==> config.mk <==
export PLATFORM = sky130hd
export DESIGN_NAME = periodic_pulse_gen
export DESIGN_NICKNAME = d
export VERILOG_FILES = /design/src/rtl/periodic_pulse_pkg.sv /design/src/rtl/ppg_channel.sv /design/src/rtl/periodic_pulse_gen.sv
export SDC_FILE = /design/constraint.sdc
export NUM_CORES = 1
export LEC_CHECK = 0
export BUFFER_PORTS_ARGS = -buffer_cell sky130_fd_sc_hd__buf_4
export CORE_UTILIZATION = 35
export DETAILED_ROUTE_END_ITERATION = 6
export GPL_TIMING_DRIVEN = 1
export SLEW_MARGIN = 5
export SYNTH_ARGS = -nofsm -noshare
export SYNTH_HDL_FRONTEND = slang
export SYNTH_SLANG_ARGS = --single-unit
==> constraint.sdc <==
create_clock -name sys_clk -period 19.7 [get_ports sys_clk]
set_input_delay 1.97 -clock sys_clk [delete_from_list [all_inputs] [get_ports sys_clk]]
set_output_delay 1.97 -clock sys_clk [all_outputs]
set_load 0.005 [all_outputs]
==> src/rtl/periodic_pulse_pkg.sv <==
// Shared types for the periodic pulse generator: per-channel FSM state encoding.
package periodic_pulse_pkg;

    localparam int ST_W = 2;

    typedef enum logic [ST_W-1:0] {
        ST_IDLE = 2'd0,
        ST_RUN  = 2'd1,
        ST_DONE = 2'd2
    } ch_state_e;

endpackage

==> src/rtl/ppg_channel.sv <==
// One pulse channel: period counter, IDLE/RUN/DONE FSM, shadowed period/width
// and output decode from the registered state.
module ppg_channel
    import periodic_pulse_pkg::*;
#(
    parameter int CNT_W   = 32,
    parameter bit ACT_LOW = 1'b0
) (
    input  logic             sys_clk,
    input  logic             sys_reset,
    input  logic             en,
    input  logic             start,
    input  logic             oneshot,
    input  logic             cfg_load,
    input  logic [CNT_W-1:0] cfg_period,
    input  logic [CNT_W-1:0] cfg_width,
    output logic             pulse,
    output logic             wrap,
    output logic             toggle,
    output logic             busy,
    output logic             done
);

    ch_state_e        state, state_nxt;
    logic [CNT_W-1:0] cnt;
    logic [CNT_W-1:0] shd_p, shd_w;
    logic [CNT_W-1:0] act_p, act_w;
    logic [CNT_W-1:0] nxt_p, nxt_w;
    logic             mode_os;
    logic             start_ok;
    logic             take_cfg;

    // A load landing on a boundary cycle is forwarded so it is not a period late.
    assign nxt_p    = cfg_load ? cfg_period : shd_p;
    assign nxt_w    = cfg_load ? cfg_width  : shd_w;
    assign wrap     = (state == ST_RUN) && (cnt == act_p - CNT_W'(1));
    assign start_ok = en && start && (act_p != '0);

    always_comb begin
        state_nxt = state;
        take_cfg  = 1'b0;
        case (state)
            ST_IDLE, ST_DONE: begin
                take_cfg = 1'b1;
                if (start_ok) state_nxt = ST_RUN;
            end
            ST_RUN: begin
                if (wrap) begin
                    take_cfg = 1'b1;
                    // A zero period arriving at a boundary stops the channel
                    // rather than letting the counter run away.
                    if (nxt_p == '0)  state_nxt = ST_IDLE;
                    else if (mode_os) state_nxt = ST_DONE;
                    else              state_nxt = ST_RUN;
                end
            end
            default: state_nxt = ST_IDLE;
        endcase
        if (!en) state_nxt = ST_IDLE;
    end

    always_ff @(posedge sys_clk or posedge sys_reset) begin
        if (sys_reset) begin
            state   <= ST_IDLE;
            cnt     <= '0;
            shd_p   <= '0;
            shd_w   <= '0;
            act_p   <= '0;
            act_w   <= '0;
            mode_os <= 1'b0;
            toggle  <= 1'b0;
        end else begin
            state <= state_nxt;
            if (cfg_load) begin
                shd_p <= cfg_period;
                shd_w <= cfg_width;
            end
            if (take_cfg) begin
                act_p <= nxt_p;
                act_w <= nxt_w;
            end
            if (state != ST_RUN && state_nxt == ST_RUN) mode_os <= oneshot;
            cnt <= (state == ST_RUN && state_nxt == ST_RUN && !wrap) ? cnt + CNT_W'(1) : '0;
            if (wrap && en) toggle <= ~toggle;
        end
    end

    // cnt never exceeds P-1, so cnt < W already covers the W >= P case.
    assign pulse = ((state == ST_RUN) && (cnt < act_w)) ^ ACT_LOW;
    assign busy  = (state == ST_RUN);
    assign done  = (state == ST_DONE);

endmodule

==> src/rtl/periodic_pulse_gen.sv <==
// Multi-channel periodic pulse / heartbeat generator with a free-running
// divided clock; channels are independent ppg_channel instances.
module periodic_pulse_gen
    import periodic_pulse_pkg::*;
#(
    parameter int NUM_CH  = 3,
    parameter int CNT_W   = 32,
    parameter int DIV     = 2,
    parameter int ACT_LOW = 0
) (
    input  logic                    sys_clk,
    input  logic                    sys_reset,
    input  logic [NUM_CH-1:0]       en,
    input  logic [NUM_CH-1:0]       start,
    input  logic [NUM_CH-1:0]       oneshot,
    input  logic [NUM_CH-1:0]       cfg_load,
    input  logic [NUM_CH*CNT_W-1:0] cfg_period,
    input  logic [NUM_CH*CNT_W-1:0] cfg_width,
    output logic [NUM_CH-1:0]       pulse,
    output logic [NUM_CH-1:0]       wrap,
    output logic [NUM_CH-1:0]       toggle,
    output logic [NUM_CH-1:0]       busy,
    output logic [NUM_CH-1:0]       done,
    output logic                    clk_div
);

    localparam int HALF = DIV / 2;
    localparam int DCW  = (HALF > 1) ? $clog2(HALF) : 1;

    logic [DCW-1:0]                div_cnt;
    logic [NUM_CH-1:0][CNT_W-1:0]  per_v, wid_v;

    always_ff @(posedge sys_clk or posedge sys_reset) begin
        if (sys_reset) begin
            div_cnt <= '0;
            clk_div <= 1'b0;
        end else if (div_cnt == DCW'(HALF - 1)) begin
            div_cnt <= '0;
            clk_div <= ~clk_div;
        end else begin
            div_cnt <= div_cnt + DCW'(1);
        end
    end

    assign per_v = cfg_period;
    assign wid_v = cfg_width;

    for (genvar gi = 0; gi < NUM_CH; gi++) begin : g_ch
        ppg_channel #(
            .CNT_W   (CNT_W),
            .ACT_LOW (ACT_LOW != 0)
        ) u_ch (
            .sys_clk    (sys_clk),
            .sys_reset  (sys_reset),
            .en         (en[gi]),
            .start      (start[gi]),
            .oneshot    (oneshot[gi]),
            .cfg_load   (cfg_load[gi]),
            .cfg_period (per_v[gi]),
            .cfg_width  (wid_v[gi]),
            .pulse      (pulse[gi]),
            .wrap       (wrap[gi]),
            .toggle     (toggle[gi]),
            .busy       (busy[gi]),
            .done       (done[gi])
        );
    end

endmodule
Word-level counts from Yosys, hierarchy flattened
Index checks and enable logic that the tools add are counted.
{ "totals": {"elab_cells": 128, "input_bits": 206, "ff_bits": 494, "out_inout_bits": 16} }
{ "classes": {"bitwise": 4, "muxes": 34, "add_sub_neg": 7, "order_cmp": 3, "n_reduce_logical": 39, "eq_ne": 15} }
{ "op_table": {"columns": ["cell", "n"], "rows": [
  ["32-bit two-way mux", 9],
  ["32-bit by 1-bit adder with 32-bit output, second input constant", 3],
  ["32-bit equality test", 3],
  ["32-bit zero test", 3],
  ["32-bit less-than comparator", 3],
  ["32-bit nonzero test", 3],
  ["32-bit by 1-bit subtractor with 32-bit output, second input constant", 3],
  ["2-bit two-way mux", 15],
  ["1-bit logical AND", 24],
  ["2-bit by 1-bit equality test with 1-bit output, second input constant", 6],
  ["2-bit case mux with 2 select lines", 3],
  ["2-bit equality test, second input constant", 3],
  ["2-bit zero test", 3],
  ["2-bit by 1-bit != test with 1-bit output, second input constant", 3],
  ["1-bit case mux with 2 select lines", 3],
  ["2-bit OR reduction", 3],
  ["1-bit two-way mux", 4],
  ["1-bit inverter", 4],
  ["1-bit zero test", 3],
  ["1-bit adder, second input constant", 1]
]} }

Longest topological paths before layout
{ "depth": {"ltp_word": 10, "depth_mapped": 12, "mapped_depth_nobuf": 10} }

Cells and area by module
Synthesis repeated with hierarchy kept, for this count alone.
{ "hier_totals": {"cells_unflattened": 2193, "hier_area_um2": 26142.6} }
{ "by_module_without_submodules": {"columns": ["mod", "instances", "seq_area_each_um2", "cells_per_inst", "area_per_inst_um2"], "rows": [
  ["ppg_channel at g_ch[0].u_ch ...", 2, 4103.9, 729, 8700.8],
  ["ppg_channel at g_ch[2].u_ch", 1, 4103.9, 732, 8708.4],
  ["periodic_pulse_gen", 1, 25.0, 3, 32.5]
]} }

Least setup slack after synthesis
Ideal clock, no wire load.
{ "synth_path": {"kind": "register to output", "start": "reg g_ch[1].u_ch.act_p[0]", "end": "out wrap[1]", "arrival_ns": 3.058, "path_buffers": 2, "stages_incl_launch_ff": 12, "required_ns": 17.730, "slack_ns": 14.672, "cell_sequence": "dfrtp_1 inv_1 ha_1 or4b_2 clkbuf_1 nor2_1 nand2_1 xnor2_1 or4b_1 nor4_1 and3_1 buf_4"} }
{ "synth_via": {"elab_chain_cells": 3} }
{ "synth_rtl": {"columns": ["element", "line_no", "text"], "rows": [
  ["from (decl)", "ppg_channel.sv:27", "logic [CNT_W-1:0] act_p, act_w;"],
  ["from (signal assigned)", "ppg_channel.sv:79", "act_p <= nxt_p;"],
  ["32-bit by 1-bit subtractor with 32-bit output", "ppg_channel.sv:36", "assign wrap = (state == ST_RUN) && (cnt == act_p - CNT_W'(1));"],
  ["32-bit equality test", "ppg_channel.sv:36", null],
  ["1-bit logical AND", "ppg_channel.sv:36", null],
  ["to (decl)", "periodic_pulse_gen.sv:20", "output logic [NUM_CH-1:0] wrap,"]
]} }
No other way between the ends.

Final worst setup path
{ "layout_path": {"start": "reg g_ch[1].u_ch.act_p[14]", "end": "out wrap[1]"} }
The elaborated chain is that of the path after synthesis.

==> run metrics <==
status complete, no violations; Final Cycle Share 32.27%; Hold Crit Depth 1; Max VDD drop 0.00006319 V; top_reg_cell synth dfrtp_1; CP Class flop to output pin; CTS root buf clkbuf_16; Crit path required time 17.73 ns; Highest Signal Layer met5; Cell Chain, Critical Path or4_1, nor4bb_1, nand4_1, xnor2_1, a211o_1, nor4_1, and3_1, buf_4; Core ar. 72830 um2; most frequent cells in the layout dfrtp_1, mux2_2, buf_4, nor2_1, inv_1; Max Cap Viol 0; Post-synth EDFFs 0; Mapped Nets 2560; post-synth top area cell dfrtp_1; pins over their slew limit 0; Skew-Pair Late Insertion Delay 0.62 ns; CTS Buf Count 55; WHS 0.4230 ns; CP bufs+invs 1; height of the die 273.1 um; gpl congestion 0.8950; FP Rows 99; Yosys top cell area share 47.97%; largest net degree at the start of global routing 123; placed inst area 28240 um2; first-pass GRT wire length 100300 um; Internal Power 2.004 mW; Slew Limit Headroom 21.91%; DR vias/cell 5.118; slowest CP cell nor4bb_1; Synth cell types 82; skew final 0.02116 ns; Final TNS setup 0 ns; Yosys reg bits 493; nets 2757; r2r worst-path depth 11; Net Sw Frac 27.52%; async set-reset flop share out of synthesis 100.0%; HPWL after detailed placement 45980 um; Largest stage delay, worst path 0.93 ns; Syn-to-layout area delta 17.28%; clk slew on worst S/H paths 0.06 ns; CP Depth 8; Clock Path Buffers 3; share of cells above drive strength 1 27.34%; M1 wire length 26430 um; Setup crit end kind output pin; Die Area 74570 um2; Worst setup SP type flop; DP Worst Slack 14.02 ns; Ys Warns 0; setup ws final 13.34 ns; TritonCTS clock tree yes; sw power 760.8 uW; Fin. Hold Viols 0; design area 30160 um2; Hold Buf Count CTS 0; unrepaired setup endpoints after global routing false; grt ovf 0; synth top area cells dfrtp_1, mux2_2, ha_1; Fmax 157.3 MHz; worst min path class flop to flop; number of remaining DRC errors 0; Horiz. Die Dim 273.1 um; crit path DAT 4.39 ns; WL final 61850 um; Mean Syn Cell Area 11.41 um2; DR WL met3 2662 um; cells after synthesis 2255; postcts setup bufs 0; sequential area share after synthesis 47.97%; drt pass-1 iters 4; CP max FO 8; Initial DRC Count 962; Boundary Pins 222; gr usage total 16.74%; Post-DRT Antenna Nets 0; fill count 6921; IO buf count 221; synthesized area 25720 um2; CTS sink count 493; vias in the first global route 18510; vias 17700; initial antenna violation count 4; Final setup viols 0; Tot Pwr 2.765 mW; commonest non-fill, non-tap cell in the layout dfrtp_1; H-tree levels 2; Final min period 6.357 ns; Post-CTS Resized 0; LEAKAGE 13.44 nW; cell family with most CP delay simple AND/OR/NAND/NOR gates; routed len/inst 17.89 um; starting density of the core 35.31%; Seq pwr share 44.2%; part of the power in combinational logic 16.7%; power share of the clock group 39.2%; total length of routed met2 wires 31070 um; Worst Max-Slew Pin Slew 1.171 ns; Pwr Density 91.67 nW/um2
cell type report:
| type | instances | area [um2] | area share (%) |
|---|---|---|---|
| Antenna cell | 1 | 2.502 | 0.008297 |
| Clock buffer | 73 | 1544 | 5.119 |
| Clock inverter | 30 | 379.1 | 1.257 |
| Inverter | 125 | 476.7 | 1.581 |
| Multi-Input combinational cell | 1543 | 12470 | 41.33 |
| Sequential cell | 493 | 12340 | 40.90 |
| Tap cell | 959 | 1200 | 3.978 |
| Timing Repair Buffer | 234 | 1757 | 5.824 |
layer usage:
metal,GRT usage (%),up-vias
met1,21.01,8885
met4,5.425,4
met5,0,-
met3,3.049,106
met2,28.98,305
li1,-,8398
registers in the layout (all words and copies together), names as in the netlist:
name and count:
g_ch.u_ch.shd_p 96, g_ch.u_ch.act_w 96, g_ch.u_ch.shd_w 96, g_ch.u_ch.state 6
g_ch.u_ch.cnt 96, g_ch.u_ch.act_p 96, g_ch.u_ch.toggle 3, clk_div 1
g_ch.u_ch.mode_os 3
kinds of logic after synthesis:
group	share of synthesized area, %
compound gates	5.512
xor+xnor	7.273
fa+ha+maj	4.816
buf+inv	3.697
flops	47.97
mux	17.42
simple gates	13.31
through the flow:
| stage | utilization, % | instances |
|---|---|---|
| after global routing | 41.41 | 3458 |
| after global placement | 38.77 | 3354 |
| after floorplan | - | 2255 |
| after CTS | 41.41 | 3457 |
| after detailed placement | 38.77 | 3354 |
| final | 41.41 | 3458 |
cell usage after synthesis, drive strengths merged, types with 10 or more instances:
library cell	count
dfrtp	493
mux2	389
nor2	180
inv	125
xor2	120
ha	99
xnor2	91
nand2	74
nand3	65
nand4	60
nor4	52
clkbuf	51
a21o	50
buf	43
nor3	43
a21oi	30
and3	25
o21ai	22
nand2b	18
nor2b	18
or3	15
or4	14
and4	13
mux2i	10
power by group through the flow:
stage	clock (mW)	combinational (mW)	sequential, mW
floorplan	0	0.353	1.20
global placement	0	0.451	1.23
detailed placement	0	0.464	1.24
CTS	1.12	0.468	1.22
global route	1.16	0.513	1.24
finish	1.08	0.460	1.22
worst paths after layout:
path | slack [ns] | endpoint | from
hold reg to reg | 0.42 | clk_div | clk_div
hold / removal | 0.42 | clk_div | clk_div
setup / recovery | 13.34 | wrap[1] | g_ch[1].u_ch.act_p[14]
min in group asynchronous | 1.51 | clk_div | sys_reset
max in group asynchronous | 15.53 | g_ch[0].u_ch.shd_p[4] | sys_reset
setup reg to reg | 14.86 | g_ch[1].u_ch.act_w[4] | g_ch[1].u_ch.act_p[0]
Note: power is estimated with default switching activity, not from simulation.
